$ cat config.mk
export PLATFORM = sky130hd
export DESIGN_NAME = button_conditioner_flat
export DESIGN_NICKNAME = d
export VERILOG_FILES = /design/src/rtl/btn_pkg.sv /design/src/rtl/button_conditioner_if.sv /design/src/rtl/btn_debounce.sv /design/src/rtl/button_conditioner.sv /design/src/flat_wrapper.sv
export SDC_FILE = /design/constraint.sdc
export NUM_CORES = 1
export LEC_CHECK = 0
export CAP_MARGIN = 15
export CORE_MARGIN = 2
export CORE_UTILIZATION = 65
export CTS_CLUSTER_DIAMETER = 60
export DETAILED_ROUTE_END_ITERATION = 16
export PLACE_DENSITY = 0.95
export SLEW_MARGIN = 20
export SYNTH_ARGS = -nofsm -noshare
export SYNTH_HDL_FRONTEND = slang
export SYNTH_SLANG_ARGS = --single-unit
$ cat constraint.sdc
create_clock -name clk -period 5.95 [get_ports clk]
set_input_delay 0.8925 -clock clk [delete_from_list [all_inputs] [get_ports clk]]
set_output_delay 0.8925 -clock clk [all_outputs]
set_load 0.005 [all_outputs]
$ cat src/rtl/btn_pkg.sv
// Shared constants for the button front end: bit positions of each button in
// the pressed vector and the encoding of the up/down auto-repeat state.
package btn_pkg;

  localparam int NUM_BTN = 5;
  localparam int BTN_U   = 4;
  localparam int BTN_D   = 3;
  localparam int BTN_R   = 2;
  localparam int BTN_L   = 1;
  localparam int BTN_C   = 0;

  typedef enum logic [1:0] {
    IDLE   = 2'd0,
    HOLD   = 2'd1,
    REPEAT = 2'd2
  } rpt_state_t;

endpackage

$ cat src/rtl/button_conditioner_if.sv
// Bundle between the raw buttons and the alarm-clock logic. The slave side is
// the conditioner; the master side drives the buttons and consumes the pulses.
interface button_conditioner_if;
  import btn_pkg::*;

  // No valid/ready here: every output is a strobe or a level with no
  // backpressure, so a pulse is consumed in the single cycle it is high.
  logic       U, D, R, L, C;
  logic       up, down, right, left, center;
  logic [4:0] pressed;
  logic       tick;
  rpt_state_t up_state, down_state;

  modport master (
    output U, D, R, L, C,
    input  up, down, right, left, center, pressed, tick, up_state, down_state
  );

  modport slave (
    input  U, D, R, L, C,
    output up, down, right, left, center, pressed, tick, up_state, down_state
  );

endinterface

$ cat src/rtl/btn_debounce.sv
// One button channel: 2-FF synchroniser, tick-sampled debounce and a
// registered one-cycle pulse on each accepted press.
module btn_debounce #(
  parameter int DEB_TICKS = 10
) (
  input  logic clk,
  input  logic rst,
  input  logic tick,
  input  logic raw,
  output logic level,
  output logic rise
);

  localparam int CW = $clog2(DEB_TICKS + 1);

  logic          sync1;
  logic          sync2;
  logic [CW-1:0] cnt;

  always_ff @(posedge clk or negedge rst) begin
    if (!rst) begin
      sync1 <= 1'b0;
      sync2 <= 1'b0;
      level <= 1'b0;
      rise  <= 1'b0;
      cnt   <= '0;
    end else begin
      sync1 <= raw;
      sync2 <= sync1;
      rise  <= 1'b0;
      if (tick) begin
        if (sync2 == level) begin
          cnt <= '0;
        // The increment that would reach DEB_TICKS is the one that flips the level.
        end else if (cnt == CW'(DEB_TICKS - 1)) begin
          level <= ~level;
          rise  <= ~level;
          cnt   <= '0;
        end else begin
          cnt <= cnt + CW'(1);
        end
      end
    end
  end

endmodule

$ cat src/rtl/button_conditioner.sv
// Five-button front end: sample-tick prescaler, per-button debounce, and
// auto-repeat for up/down with mutual suppression while both are held.
module button_conditioner
  import btn_pkg::*;
#(
  parameter int TICK_DIV     = 100000,
  parameter int DEB_TICKS    = 10,
  parameter int REPEAT_DELAY = 500,
  parameter int REPEAT_RATE  = 100
) (
  input  logic                 clk,
  input  logic                 rst,
  button_conditioner_if.slave  bus
);

  localparam int PW   = (TICK_DIV > 1) ? $clog2(TICK_DIV) : 1;
  localparam int RMAX = (REPEAT_DELAY > REPEAT_RATE) ? REPEAT_DELAY : REPEAT_RATE;
  localparam int RW   = $clog2(RMAX + 1);

  logic [PW-1:0] pre_cnt;
  logic          tick;

  always_ff @(posedge clk or negedge rst) begin
    if (!rst) begin
      pre_cnt <= '0;
      tick    <= 1'b0;
    end else if (pre_cnt == PW'(TICK_DIV - 1)) begin
      pre_cnt <= '0;
      tick    <= 1'b1;
    end else begin
      pre_cnt <= pre_cnt + PW'(1);
      tick    <= 1'b0;
    end
  end

  logic [NUM_BTN-1:0] raw_vec;
  logic [NUM_BTN-1:0] level;
  logic [NUM_BTN-1:0] rise;

  assign raw_vec = {bus.U, bus.D, bus.R, bus.L, bus.C};

  for (genvar i = 0; i < NUM_BTN; i++) begin : g_chan
    btn_debounce #(.DEB_TICKS(DEB_TICKS)) u_deb (
      .clk   (clk),
      .rst   (rst),
      .tick  (tick),
      .raw   (raw_vec[i]),
      .level (level[i]),
      .rise  (rise[i])
    );
  end

  // Both up and down held is treated as a mistake: neither may scroll.
  logic conflict;
  assign conflict = level[BTN_U] & level[BTN_D];

  logic [1:0] rpt_pulse;
  rpt_state_t rpt_state [2];

  for (genvar c = 0; c < 2; c++) begin : g_rpt
    localparam int B = (c == 0) ? BTN_U : BTN_D;

    rpt_state_t    state;
    logic [RW-1:0] cnt;
    logic          pulse;

    always_ff @(posedge clk or negedge rst) begin
      if (!rst) begin
        state <= IDLE;
        cnt   <= '0;
        pulse <= 1'b0;
      end else begin
        pulse <= 1'b0;
        if (conflict) begin
          state <= IDLE;
          cnt   <= '0;
        end else begin
          case (state)
            IDLE: begin
              if (rise[B]) begin
                state <= HOLD;
                cnt   <= '0;
              end
            end
            HOLD: begin
              if (!level[B]) begin
                state <= IDLE;
              end else if (tick) begin
                if (cnt == RW'(REPEAT_DELAY - 1)) begin
                  pulse <= 1'b1;
                  cnt   <= '0;
                  state <= REPEAT;
                end else begin
                  cnt <= cnt + RW'(1);
                end
              end
            end
            REPEAT: begin
              if (!level[B]) begin
                state <= IDLE;
              end else if (tick) begin
                if (cnt == RW'(REPEAT_RATE - 1)) begin
                  pulse <= 1'b1;
                  cnt   <= '0;
                end else begin
                  cnt <= cnt + RW'(1);
                end
              end
            end
            default: begin
              state <= IDLE;
              cnt   <= '0;
            end
          endcase
        end
      end
    end

    assign rpt_pulse[c] = pulse;
    assign rpt_state[c] = state;
  end

  assign bus.up         = rise[BTN_U] | rpt_pulse[0];
  assign bus.down       = rise[BTN_D] | rpt_pulse[1];
  assign bus.right      = rise[BTN_R];
  assign bus.left       = rise[BTN_L];
  assign bus.center     = rise[BTN_C];
  assign bus.pressed    = level;
  assign bus.tick       = tick;
  assign bus.up_state   = rpt_state[0];
  assign bus.down_state = rpt_state[1];

endmodule

$ cat src/flat_wrapper.sv
// flat-port wrapper written by rule: the top's interface ports become plain ports
module button_conditioner_flat import btn_pkg::*;
#(
  parameter int TICK_DIV     = 100000,
  parameter int DEB_TICKS    = 10,
  parameter int REPEAT_DELAY = 500,
  parameter int REPEAT_RATE  = 100
)
  (clk, rst, bus_U, bus_D, bus_R, bus_L, bus_C, bus_up, bus_down, bus_right, bus_left, bus_center, bus_pressed, bus_tick, bus_up_state, bus_down_state);
  button_conditioner_if bus_i ();
  input  logic clk;
  input  logic rst;
  input wire logic [$bits(bus_i.U)-1:0] bus_U;
  input wire logic [$bits(bus_i.D)-1:0] bus_D;
  input wire logic [$bits(bus_i.R)-1:0] bus_R;
  input wire logic [$bits(bus_i.L)-1:0] bus_L;
  input wire logic [$bits(bus_i.C)-1:0] bus_C;
  output wire logic [$bits(bus_i.up)-1:0] bus_up;
  output wire logic [$bits(bus_i.down)-1:0] bus_down;
  output wire logic [$bits(bus_i.right)-1:0] bus_right;
  output wire logic [$bits(bus_i.left)-1:0] bus_left;
  output wire logic [$bits(bus_i.center)-1:0] bus_center;
  output wire logic [$bits(bus_i.pressed)-1:0] bus_pressed;
  output wire logic [$bits(bus_i.tick)-1:0] bus_tick;
  output wire logic [$bits(bus_i.up_state)-1:0] bus_up_state;
  output wire logic [$bits(bus_i.down_state)-1:0] bus_down_state;
  assign bus_i.U = bus_U;
  assign bus_i.D = bus_D;
  assign bus_i.R = bus_R;
  assign bus_i.L = bus_L;
  assign bus_i.C = bus_C;
  assign bus_up = bus_i.up;
  assign bus_down = bus_i.down;
  assign bus_right = bus_i.right;
  assign bus_left = bus_i.left;
  assign bus_center = bus_i.center;
  assign bus_pressed = bus_i.pressed;
  assign bus_tick = bus_i.tick;
  assign bus_up_state = bus_i.up_state;
  assign bus_down_state = bus_i.down_state;
  button_conditioner #(.TICK_DIV(TICK_DIV), .DEB_TICKS(DEB_TICKS), .REPEAT_DELAY(REPEAT_DELAY), .REPEAT_RATE(REPEAT_RATE)) u_core (.clk(clk), .rst(rst), .bus(bus_i));
endmodule
==> impl_metrics.yaml, run 1 <==
sta:
  worst_pin_slew_ns: 1.03
  fin_skew_ns: 0.0125
  setup_violations: 0
  period_minus_slack_ns: 2.94
  final.setup.tns_ns: 0
  hold_viol_final: 0
  setup_slack_ns: 3.01
  relSlewSlack: 0.313
  rsz0062_at_grt: "false"
  fmax_mhz: 340
  drv_slew: 0
  post-route-period-util: 0.494
route:
  routed_via_density: 6.27
  drt_iter0_markers: 252
  vias: 3256
  wirelength_um: 8310
  drc: 0
  dr.pass1.iters: 5
  routedWlPerCell_um: 16.0
  postRouteAntennaNets: 0
logic_synthesis:
  ys_warn_count: 0
  yosysSeqAreaShare: 0.474
  syn_area_per_cell_um2: 10.2
  synthCells: 424
  synth_area_leader_cell: "dfrtp_1"
  synth_fp_nets: 452
  synth_seq_cells: 82
  synth_edf_count: 0
  async_flop_share: 1.00
  ys_types: 54
  synth.cell_area_um2: 4330
  yosys.area.top_type_share: 0.474
  ys.flop_type: "dfrtp_1"
  synth.top_cells.by_area: "dfrtp_1, ha_1, o211ai_1"
worst_setup_path:
  crit_path_end_kind: "output port"
  path_cells: "clkdlybuf4s50_1"
  crit_slowest_cell: "dfrtp_1"
  cpPeakStageDelay_ns: 1.03
  critPathTopFamily: "flip-flops"
  cp-start-kind: "flop"
  critPathMaxFanout: 35
  crit_type: "flop to output port"
  arrival_ns: 2.05
  crit_buf_inv: 1
  required_ns: 5.06
power_and_ir_drop:
  cellLeakagePower_nw: 2.01
  power_per_cell_area_nw_per_um2: 204
  irDropWorstVdd_mv: 0.154
grt:
  top_usage_layer: "met2"
  grt_pass1_wl_um: 14700
  grt_overflow: 0
  grt_start_max_net_pins: 83
  met2_usage: 0.422
  grtUsageTotal: 0.249
  grt_antenna_before_repair: 0
  use_met3: 0.0539
  met1_usage: 0.320
  first_global_vias: 3238
worst_hold_path:
  hold_path.class: "flop to flop"
floorplan:
  start_util: 0.678
  io_pins: 22
  placementRows: 29
  dieHeight_um: 85.6
  coreArea_um2: 6390
  die_x_um: 85.6
  die_area_um2: 7320
placement:
  hpwlAfterDp_um: 5760
  gp_congestion: 0.817
  place_ws_ns: 3.38
  port_buffers: 21
clocking:
  h-tree-depth: 3
  cts_root_buf: "clkbuf_8"
  cts_hold_buffers: 0
  cts_sinks: 82
  cts.repair.resized: 0
  cts_tree: "yes"
  postCtsSetupRepairBufs: 0
  clk_latency_ns: 0.35
  cts_buffers: 9
  clockBufferDepth: 2
  cts.clk_slew.worst_paths_ns: 0.09
layout:
  syn_to_final_growth_pct: 9.17
  fin_nets: 466
  diodes: 0
  drive_above_1_share: 0.0814
  fill_cells: 426
run_status:
  status: "complete, no violations"
job:
  max_cap_viol_count: 0
## per-stage QoR
step / hold slack [ns] / std cells / instance area [µm²] / power, mW / util
floorplan: 0.331 / 424 / 4330 / 0.578 / -
global placement: 0.333 / 504 / 4530 / 0.593 / 0.710
detailed placement: 0.339 / 504 / 4530 / 0.593 / 0.710
CTS: 0.360 / 519 / 4720 / 0.970 / 0.739
global route: 0.367 / 519 / 4720 / 1.00 / 0.740
finish: 0.357 / 519 / 4720 / 0.964 / 0.740
## cell usage in the layout (no fill, tap or decap), types with 14 or more instances in the layout
master | netlist | final
clkdlybuf4s50_1 | 0 | 20
o21ai_0 | 28 | 28
inv_1 | 15 | 15
ha_1 | 21 | 21
nor2_1 | 15 | 15
o211ai_1 | 22 | 22
nand2b_1 | 14 | 14
nand2_1 | 41 | 41
dfrtp_1 | 82 | 82
nand3_1 | 22 | 22
## cell type report
cell class | count | area [µm²] | area share
tap | 77 | 96.3 | 0.0204
multi-input combinational | 309 | 2120 | 0.449
clock inverter | 4 | 33.8 | 0.00715
clock buffer | 11 | 151 | 0.0321
inverter | 15 | 56.3 | 0.0119
timing repair buffer | 21 | 211 | 0.0448
sequential | 82 | 2050 | 0.434
## cells in the mapped netlist (6+ instances only)
cell / number
clkbuf_1: 6
nor2_1: 15
o31ai_1: 6
xnor2_1: 10
o211ai_1: 22
nor3b_1: 9
inv_1: 15
nand2_1: 41
buf_4: 6
xor2_1: 8
nand3_1: 22
nand4_1: 7
ha_1: 21
mux2i_1: 8
dfrtp_1: 82
nor3_1: 8
nand2b_1: 14
or2_2: 7
o21ai_0: 28
## sequential cells by signal, indices dropped and copies added, names as in the netlist
register / flops
u_core.g_chan.u_deb.sync1: 5
u_core.g_chan.u_deb.cnt: 20
u_core.g_chan.u_deb.level: 5
u_core.g_rpt.pulse: 2
u_core.bus.tick: 1
u_core.g_chan.u_deb.rise: 5
u_core.pre_cnt: 17
u_core.g_rpt.cnt: 18
u_core.bus.up_state: 2
u_core.bus.down_state: 2
u_core.g_chan.u_deb.sync2: 5
## worst paths after layout
check | slack (ns) | end | start | depth (start not counted)
setup / recovery | 3.01 | bus_tick | u_core.bus.tick | 1
hold / removal | 0.36 | u_core.g_chan[2].u_deb.sync2 | u_core.g_chan[2].u_deb.sync1 | 0
setup reg to reg | 3.61 | u_core.g_rpt[1].cnt[8] | u_core.bus.tick | 4
hold reg to reg | 0.36 | u_core.g_chan[2].u_deb.sync2 | u_core.g_chan[2].u_deb.sync1 | 0
max in group asynchronous | 4.88 | u_core.bus.up_state[0] | rst | 1
min in group asynchronous | 0.57 | u_core.pre_cnt[8] | rst | 1
## routing by layer
metal / part of all wire / up-vias
met5: 0 / -
met4: 0.010 / 0
met3: 0.042 / 10
met2: 0.51 / 78
met1: 0.44 / 1602
li1: - / 1566
## report_power, final
group / internal [mW] / switching, mW
sequential: 0.560 / 0.00201
combinational: 0.00660 / 0.0129
clock: 0.176 / 0.206
total: 0.743 / 0.221
## logic make-up after synthesis
family / Yosys count / share of synthesized area
buf+inv: 33 / 0.0353
mux: 13 / 0.0315
compound gates: 93 / 0.146
flops: 82 / 0.474
xor+xnor: 18 / 0.0364
simple gates: 164 / 0.216
fa+ha+maj: 21 / 0.0607
Note: power is estimated with default switching activity, not from simulation.
==> run 2: changes to the inputs <==
Settings changed: CORE_UTILIZATION 65 to 54, PLACE_DENSITY 0.95 to 0.86.
Clock period 5.95 ns to 2.4 ns, I/O delays scaled along.
==> run 2 against run 1 <==
  * Core utilization down 11 points
  * Final area up 3.5%
  * Power rose to 2.8 times the previous value
  * Wire length unchanged
  * Die area up 19%
  * Via count up 0.98%
  * Critical path depth up 5
  * Sequential share of layout area down 1.5 points
  * Global-route usage down 4.5 points
  * Non-clock buffer count up 7
  * Final cell count up 6.4%
  * Register-to-register slack worse by 3.4 ns
==> impl_metrics.yaml, run 2 (synthesis gave the netlist of run 1 again) <==
route:
  drc: 0
  vias: 3288
  drt_iter0_markers: 148
  wirelength_um: 8310
  routed_via_density: 5.96
  routedWlPerCell_um: 15.0
  dr.pass1.iters: 8
  postRouteAntennaNets: 0
grt:
  grtUsageTotal: 0.204
  use_met3: 0.0451
  met2_usage: 0.336
  grt_antenna_before_repair: 0
  grt_start_max_net_pins: 46
  met1_usage: 0.264
  first_global_vias: 3167
  grt_pass1_wl_um: 14200
  grt_overflow: 0
  top_usage_layer: "met2"
power_and_ir_drop:
  cellLeakagePower_nw: 2.08
  irDropWorstVdd_mv: 0.242
  power_per_cell_area_nw_per_um2: 562
placement:
  port_buffers: 21
  placed_cell_area_um2: 4610
  hpwlAfterDp_um: 5740
  gp_congestion: 0.853
sta:
  drv_slew: 0
  holdWs_ns: 0.351
  final.setup.tns_ns: 0
  rsz0062_at_grt: "false"
  period_minus_slack_ns: 2.17
  fmax_mhz: 460
  hold_viol_final: 0
  fin_skew_ns: 0.00946
  post-route-period-util: 0.905
  setup_violations: 0
  worst_pin_slew_ns: 0.696
  relSlewSlack: 0.536
clocking:
  cts.clk_slew.worst_paths_ns: 0.08
  clk_latency_ns: 0.35
  clockBufferDepth: 2
  h-tree-depth: 3
  cts.repair.resized: 0
  postCtsSetupRepairBufs: 0
  cts_buffers: 9
  cts_root_buf: "clkbuf_8"
  cts_sinks: 82
  cts_tree: "yes"
job:
  max_cap_viol_count: 0
floorplan:
  die_area_um2: 8740
  placementRows: 32
  coreArea_um2: 7730
  io_pins: 22
  die_x_um: 93.5
  start_util: 0.560
  dieHeight_um: 93.5
worst_setup_path:
  crit_type: "flop to flop"
  crit_path_end_kind: "flop"
  cp-start-kind: "flop"
  arrival_ns: 2.43
  critPathMaxFanout: 10
  required_ns: 2.66
  reg2reg_from: "u_core.bus.down_state[0]"
  crit_start: "u_core.bus.down_state[0]"
layout:
  diodes: 0
  fin_nets: 473
  final_common_cell: "dfrtp_1"
  largest_reg_flops: 20
  syn_to_final_growth_pct: 13.0
  drive_above_1_share: 0.0933
  largest_register: "u_core.g_chan.u_deb.cnt"
  final_area_um2: 4890
  final_cell_mix: "dfrtp_1, nand2_1, o21ai_0"
  reg_top3: "u_core.g_chan.u_deb.cnt: 20 flops, u_core.g_rpt.cnt: 18 flops, u_core.pre_cnt: 17 flops"
worst_hold_path:
  hold_path.class: "flop to flop"
  worstHoldStart: "u_core.g_chan[0].u_deb.sync1"
run_status:
  status: "complete, no violations"
-- run 2: cell types whose count changed in the layout (fill, tap and decap cells not counted) --
cell           previous run  this run
clkinvlp_4                1         0
buf_6                     1         0
clkbuf_1                  0         1
buf_4                     0         7
dlygate4sd3_1             0         1
clkinv_2                  0         1
clkinv_4                  1         0
clkbuf_8                 11        10
inv_6                     2         0
bufinv_16                 0         4
-- run 2: worst paths after layout --
| kind | endpoint | slack (ns) | cells past startpoint |
|---|---|---|---|
| max | u_core.g_rpt[1].cnt[0] | 0.23 | 6 |
| min | u_core.g_chan[0].u_deb.sync2 | 0.35 | 0 |
| max reg2reg | u_core.g_rpt[1].cnt[0] | 0.23 | 6 |
| min reg2reg | u_core.g_chan[0].u_deb.sync2 | 0.35 | 0 |
| max in group asynchronous | u_core.g_rpt[0].cnt[1] | 1.19 | 3 |
| min in group asynchronous | u_core.g_chan[0].u_deb.level | 0.53 | 2 |
-- run 2: worst max-delay path, cell delays in order (launching register included) --
cell and delay (ns):
dfrtp_1 0.40, inv_1 0.10, ha_1 0.30, a21bo_2 0.24, a311oi_2 0.63, o21ai_1 0.20
o21ai_0 0.22
-- run 2: metal layers --
layer / share of wire / vias to the layer above
met2: 0.49 / 93
met1: 0.45 / 1608
met4: 0.013 / 0
li1: - / 1578
met3: 0.046 / 9
met5: 0 / -
-- run 2: final cells by class --
cell class | count | area (µm²)
sequential | 82 | 2050
clock buffer | 11 | 141
tap | 102 | 128
fill | 588 | 2840
inverter | 15 | 56.3
timing repair buffer | 28 | 263
clock inverter | 5 | 125
multi-input combinational | 309 | 2120
-- run 2: power breakdown --
| group | switching (mW) | leakage (nW) | internal [mW] |
|---|---|---|---|
| Clock | 0.476 | 0.134 | 0.823 |
| Sequential | 0.00478 | 1.11 | 1.39 |
| Combinational | 0.0332 | 0.840 | 0.0190 |
-- run 2: stage by stage --
step / setup WS (ns) / instances / total power [mW] / util
6_report: 0.228 / 552 / 2.75 / 0.632
5_1_grt: 0.0857 / 552 / 2.84 / 0.632
2_1_floorplan: 0.539 / 424 / 1.43 / -
3_5_place_dp: 0.324 / 535 / 1.47 / 0.597
3_3_place_gp: 0.444 / 535 / 1.47 / 0.597
4_1_cts: 0.290 / 552 / 2.78 / 0.632
-- run 2: repair_timing --
action | in CTS | in global routing
hold endpoints to repair | 4 | 0
setup endpoints to repair | 0 | 0
hold buffers | 1 | 0
